==> src/rtl/ternary_threes_comp_decoder_pkg.sv <==
// Shared trit encodings, decoder FSM state codes and the elaboration-time power-of-three helper.
package ternary_pkg;

    localparam logic [1:0] TRIT_0   = 2'b00;
    localparam logic [1:0] TRIT_1   = 2'b01;
    localparam logic [1:0] TRIT_2   = 2'b10;
    localparam logic [1:0] TRIT_BAD = 2'b11;

    localparam logic [1:0] ST_IDLE  = 2'd0;
    localparam logic [1:0] ST_ACCUM = 2'd1;
    localparam logic [1:0] ST_FIXUP = 2'd2;
    localparam logic [1:0] ST_DONE  = 2'd3;

    function automatic int unsigned pow3(input int n);
        int unsigned r;
        r = 1;
        for (int i = 0; i < n; i++) r = r * 3;
        return r;
    endfunction

endpackage

==> src/rtl/ternary_threes_comp_decoder_if.sv <==
// Input word and output result handshakes of the 3's-complement decoder.
interface ternary_threes_comp_decoder_if #(
    parameter int N     = 4,
    parameter int OUT_W = 8
);
    logic             inValid;
    logic             inReady;
    logic [2*N-1:0]   inTrits;
    logic             outValid;
    logic             outReady;
    logic [OUT_W-1:0] outValue;
    logic             outError;

    modport master (
        output inValid, inTrits, outReady,
        input  inReady, outValid, outValue, outError
    );

    modport slave (
        input  inValid, inTrits, outReady,
        output inReady, outValid, outValue, outError
    );
endinterface

==> src/rtl/ternary_trit_mac.sv <==
// One Horner step: acc*3 + trit, with illegal trit codes contributing zero.
module ternary_trit_mac
    import ternary_pkg::*;
#(
    parameter int ACC_W = 7
) (
    input  logic [ACC_W-1:0] acc,
    input  logic [1:0]       trit,
    output logic [ACC_W-1:0] sum,
    output logic             bad
);
    logic [1:0] digit;

    always_comb begin
        bad   = (trit == TRIT_BAD);
        digit = bad ? TRIT_0 : trit;
        sum   = (acc << 1) + acc + ACC_W'(digit);
    end
endmodule

==> src/rtl/ternary_threes_comp_decoder.sv <==
// Serial MSB-first decoder from an N-trit 3's-complement word to signed two's-complement binary.
module ternary_threes_comp_decoder
    import ternary_pkg::*;
#(
    parameter int N     = 4,
    parameter int OUT_W = 8
) (
    input logic clk,
    input logic rst_n,
    ternary_threes_comp_decoder_if.slave bus
);
    localparam int unsigned P3    = pow3(N);
    localparam int unsigned HALF  = (P3 - 1) / 2;
    localparam int          ACC_W = $clog2(P3);
    localparam int          CNT_W = (N > 1) ? $clog2(N) : 1;

    localparam logic [ACC_W-1:0] HALF_A = ACC_W'(HALF);
    localparam logic [OUT_W-1:0] P3_O   = OUT_W'(P3);

    generate
        if (OUT_W < ACC_W + 1) begin : g_width_check
            $error("OUT_W is too narrow to hold a signed %0d-trit value", N);
        end
    endgenerate

    logic [1:0]          state, state_next;
    logic [N-1:0][1:0]   word;
    logic [CNT_W-1:0]    cnt;
    logic [ACC_W-1:0]    acc;
    logic                err;
    logic                ready;
    logic [OUT_W-1:0]    value;
    logic                error_q;
    logic [ACC_W-1:0]    mac_sum;
    logic                mac_bad;
    logic [OUT_W-1:0]    v_ext;
    logic [OUT_W-1:0]    fix_val;
    logic                accept;

    ternary_trit_mac #(.ACC_W(ACC_W)) u_mac (
        .acc  (acc),
        .trit (word[cnt]),
        .sum  (mac_sum),
        .bad  (mac_bad)
    );

    assign accept = bus.inValid && ready;

    always_comb begin
        state_next = state;
        case (state)
            ST_IDLE:  if (accept) state_next = ST_ACCUM;
            ST_ACCUM: if (cnt == '0) state_next = ST_FIXUP;
            ST_FIXUP: state_next = ST_DONE;
            ST_DONE:  if (bus.outReady) state_next = ST_IDLE;
            default:  state_next = ST_IDLE;
        endcase
    end

    // Upper half of the unsigned range wraps to negatives: V > H maps to V - 3^N.
    always_comb begin
        v_ext   = {{(OUT_W-ACC_W){1'b0}}, acc};
        fix_val = (acc > HALF_A) ? (v_ext - P3_O) : v_ext;
        if (err) fix_val = '0;
    end

    always_ff @(posedge clk or negedge rst_n) begin
        if (!rst_n) begin
            state   <= ST_IDLE;
            word    <= '0;
            cnt     <= '0;
            acc     <= '0;
            err     <= 1'b0;
            ready   <= 1'b0;
            value   <= '0;
            error_q <= 1'b0;
        end else begin
            state <= state_next;
            // Registered so ready stays low through reset and only re-arms a cycle after a pop.
            ready <= (state_next == ST_IDLE);
            case (state)
                ST_IDLE: if (accept) begin
                    word <= bus.inTrits;
                    acc  <= '0;
                    err  <= 1'b0;
                    cnt  <= CNT_W'(N - 1);
                end
                ST_ACCUM: begin
                    acc <= mac_sum;
                    err <= err | mac_bad;
                    if (cnt != '0) cnt <= cnt - 1'b1;
                end
                ST_FIXUP: begin
                    value   <= fix_val;
                    error_q <= err;
                end
                default: ;
            endcase
        end
    end

    assign bus.inReady  = ready;
    assign bus.outValid = (state == ST_DONE);
    assign bus.outValue = value;
    assign bus.outError = error_q;

endmodule
==> src/flat_wrapper.sv <==
// flat-port wrapper written by rule: the top's interface ports become plain ports
module ternary_threes_comp_decoder_flat import ternary_pkg::*;
#(
    parameter int N     = 4,
    parameter int OUT_W = 8
)
  (clk, rst_n, bus_inValid, bus_inTrits, bus_outReady, bus_inReady, bus_outValid, bus_outValue, bus_outError);
  ternary_threes_comp_decoder_if #(.N(N), .OUT_W(OUT_W)) bus_i ();
  input logic clk;
  input logic rst_n;
  input wire logic [$bits(bus_i.inValid)-1:0] bus_inValid;
  input wire logic [$bits(bus_i.inTrits)-1:0] bus_inTrits;
  input wire logic [$bits(bus_i.outReady)-1:0] bus_outReady;
  output wire logic [$bits(bus_i.inReady)-1:0] bus_inReady;
  output wire logic [$bits(bus_i.outValid)-1:0] bus_outValid;
  output wire logic [$bits(bus_i.outValue)-1:0] bus_outValue;
  output wire logic [$bits(bus_i.outError)-1:0] bus_outError;
  assign bus_i.inValid = bus_inValid;
  assign bus_i.inTrits = bus_inTrits;
  assign bus_i.outReady = bus_outReady;
  assign bus_inReady = bus_i.inReady;
  assign bus_outValid = bus_i.outValid;
  assign bus_outValue = bus_i.outValue;
  assign bus_outError = bus_i.outError;
  ternary_threes_comp_decoder #(.N(N), .OUT_W(OUT_W)) u_core (.clk(clk), .rst_n(rst_n), .bus(bus_i));
endmodule
==> config.mk <==
export PLATFORM = sky130hd
export DESIGN_NAME = ternary_threes_comp_decoder_flat
export DESIGN_NICKNAME = d
export VERILOG_FILES = /design/src/rtl/ternary_threes_comp_decoder_pkg.sv /design/src/rtl/ternary_threes_comp_decoder_if.sv /design/src/rtl/ternary_trit_mac.sv /design/src/rtl/ternary_threes_comp_decoder.sv /design/src/flat_wrapper.sv
export SDC_FILE = /design/constraint.sdc
export NUM_CORES = 1
export LEC_CHECK = 0
export ABC_AREA = 1
export CAP_MARGIN = 15
export CORE_MARGIN = 10
export CORE_UTILIZATION = 45
export CTS_CLUSTER_SIZE = 12
export DETAILED_ROUTE_END_ITERATION = 8
export GPL_TIMING_DRIVEN = 1
export PLACE_DENSITY = 0.64
export SYNTH_ARGS = -nofsm -noshare
export SYNTH_HDL_FRONTEND = slang
export SYNTH_HIERARCHICAL = 1
export SYNTH_SLANG_ARGS = --single-unit
==> constraint.sdc <==
create_clock -name clk -period 3.1 [get_ports clk]
set_clock_uncertainty 0.15 [all_clocks]
set_input_delay 0.62 -clock clk [delete_from_list [all_inputs] [get_ports clk]]
set_output_delay 0.62 -clock clk [all_outputs]
set_load 0.01 [all_outputs]
==> qor.txt <==
Drt drc: 0
Rel. slew slack: 66.2%
Die X-Extent: 83.6 um
Skew-Pair Late Insertion Delay: 0.28 ns
Max-slew violations: 0
PnR Total Power: 2.67 mW
VDD IR max: 0.534 mV
Final Cycle Share: 92.5%
TritonCTS clock tree: done
Largest net degree at the start of global routing: 31
Synth Area per Inst: 8.04 um^2
Fin util: 56.9%
Global-route wire length before repair: 6.87 mm
Crit Path Max Fanout: 7
Layout cell share with drive strength beyond 1: 11.8%
Worst reg2reg path startpoint: u_core/cnt[0]
CTS clk-pin slew, worst paths: 0.07 ns
Max Clk Rate: 349 MHz
Outcome: finished clean
Leakage: 1.14 nW
Flops & latches, synth: 30
Die height: 83.6 um
Distinct cell type count after synthesis: 28
Syn_nets: 252
Comb pwr share: 52.9%
Hold_buf cts: 0
CP startpoint kind: flop
CTS Buf Count: 5
Post-CTS Setup Bufs: 0
Gr ovfl total: 0
Total track usage: 11.6%
Via density: 5.01
Post-Route WL: 3.76 mm
Ys Warns: 6
Power per Cell Area: 1190 mW/mm^2
Longest Clk Path Bufs: 2
Commonest cells after routing, fill and taps aside: 68 x nand2_1, 30 x dfrtp_1, 24 x nand3_1, 22 x clkdlybuf4s50_1, 21 x inv_1
# fillers: 363
Seq/Total Area, Yosys: 41.3%
Data required, critical path: 3.11 ns
Antenna cells: 0
CP Data Arrival Time: 2.87 ns
Initial antenna violation count: 0
H-tree depth: 2
# rows: 23
Die area: 0.00698 mm^2
Switching share of power: 43.2%
Slew @ Worst Pin: 0.507 ns
Netlist Area Pre-Place: 0.00182 mm^2
Worst setup startpoint: u_core/cnt[0]
Cell family with most CP delay: adder cells
Sequential share of power: 28.8%
Wire per inst: 12.4 um
Most common cell after layout, fill and taps aside: nand2_1
Root Buffer: clkbuf_8
Worst hold start: u_core/bus.outValue[3]
Shortest period the worst path allows: 2.87 ns
Sw Pwr: 1.15 mW
Initial DRT Pass Iterations: 4
Internal power: 1.51 mW
Dpl cell area: 0.00209 mm^2
Crit Path Class: flop to flop
Max Cap Viol: 0
Final GP Congestion: 0.847
Final Hold Vio Count: 0
Slowest cell on the critical path: fa_1
Cell count after synthesis: 226
Fin area: 0.00224 mm^2
Critical path buffers and inverters: 2
# nets final: 279
Vias in the first global route: 1584
Via count: 1523
Core Box Area: 0.00394 mm^2
I/O pins: 23
Critical Path Max Stage Delay: 0.43 ns
CP Capture Type: flop
Clk pwr share: 18.3%
Clock sink count: 30
DRT iter0 DRCs: 75
# setup viols final: 0
Initial Utilization: 46.1%
Synth-to-layout area growth: 23.3%
PortBufs: 22
Final ANT Viol Nets: 0
DP Wirelength: 2.87 mm
Min-delay worst type: flop to flop
Post_cts resized: 0
Cell Chain, Critical Path: inv_1 > nor2_1 > o22ai_2 > inv_1 > nor2_1 > fa_1 > ha_1 > fa_1 > nand3_1 > nand2_1 > xor2_1 > nand3_1 > o21ai_0
layer usage:
metal | share of wire, % | GRT usage, % | vias up
met5 | 0 | 0 | -
met4 | 1.1 | 3.65 | 0
met3 | 5.8 | 4.49 | 4
met2 | 52 | 20.9 | 22
met1 | 41 | 11.9 | 711
li1 | - | - | 786
registers in the layout, indices dropped and copies added (netlist names):
signal	cells
u_core/acc	7
u_core/bus.inReady	1
u_core/bus.outError	1
u_core/bus.outValue	8
u_core/cnt	2
u_core/err	1
u_core/state	2
u_core/word	8
final timing paths:
kind | slack (ns) | endpoint | depth (start not counted)
setup / recovery | 0.23 | u_core/acc[5] | 13
hold / removal | 0.33 | u_core/bus.outValue[3] | 2
setup reg to reg | 0.23 | u_core/acc[5] | 13
hold reg to reg | 0.33 | u_core/bus.outValue[3] | 2
max in group asynchronous | 1.93 | u_core/acc[0] | 2
min in group asynchronous | 0.58 | u_core/acc[6] | 2
power groups by stage:
stage	clock network [mW]	logic, mW	registers [mW]
3_5_place_dp	0	1.42	0.774
2_1_floorplan	0	1.06	0.742
6_report	0.489	1.41	0.768
4_1_cts	0.502	1.42	0.769
3_3_place_gp	0	1.39	0.772
5_1_grt	0.518	1.65	0.797
tightest hold or removal path: cells and delay by family, from the launching register on:
kind,cells,cell delay [ns]
flip-flops,1,0.35
AND/OR/NAND/NOR,2,0.10
through the flow:
step	hold slack [ns]	std cells	setup TNS, ns	setup WS (ns)
floorplan	0.174	226	0	0.409
global placement	0.313	296	0	0.287
detailed placement	0.318	296	0	0.226
CTS	0.336	304	0	0.191
global route	0.349	304	-0.00142	-0.00142
finish	0.332	304	0	0.233
cell usage after synthesis:
cell / instances / share of area [%]
o22ai_1: 2 / 0.69
o21bai_1: 1 / 0.41
nand2_1: 68 / 14
inv_4: 1 / 0.34
nor2_4: 2 / 1.2
o21ai_2: 2 / 0.96
inv_1: 21 / 4.3
nor3_2: 1 / 0.55
nor2_1: 13 / 2.7
o21ai_0: 15 / 4.1
inv_2: 5 / 1.0
or2_2: 1 / 0.34
nand4_1: 2 / 0.69
o21ai_1: 2 / 0.55
nor2_8: 1 / 1.1
xor2_1: 3 / 1.4
xnor2_1: 1 / 0.48
a32o_1: 1 / 0.55
nand2_4: 2 / 1.2
fa_1: 2 / 2.2
nand2_2: 2 / 0.69
dfrtp_1: 30 / 41
nand3_4: 1 / 0.96
buf_2: 3 / 0.83
nand3_1: 24 / 6.6
a21oi_1: 6 / 1.7
nor2_2: 2 / 0.69
ha_1: 12 / 8.3
layout make-up:
class	instances	area, um^2	area share, %
Multi-Input combinational cell	166	955	42.6
Sequential cell	30	751	33.5
Timing Repair Buffer	23	228	10.2
Inverter	27	104	4.63
Clock buffer	6	82.6	3.68
Tap cell	50	62.6	2.79
Clock inverter	2	60.1	2.68
logic make-up (layout without fill, tap and decap cells):
| logic type | count (synthesis) | after routing | synth area share, % |
|---|---|---|---|
| simple gates | 119 | 119 | 30.8 |
| compound gates | 29 | 29 | 8.95 |
| xor+xnor | 4 | 4 | 1.93 |
| buf+inv | 30 | 58 | 6.54 |
| flops | 30 | 30 | 41.3 |
| fa+ha+maj | 14 | 14 | 10.5 |
Power figures use the tool's default switching activity.
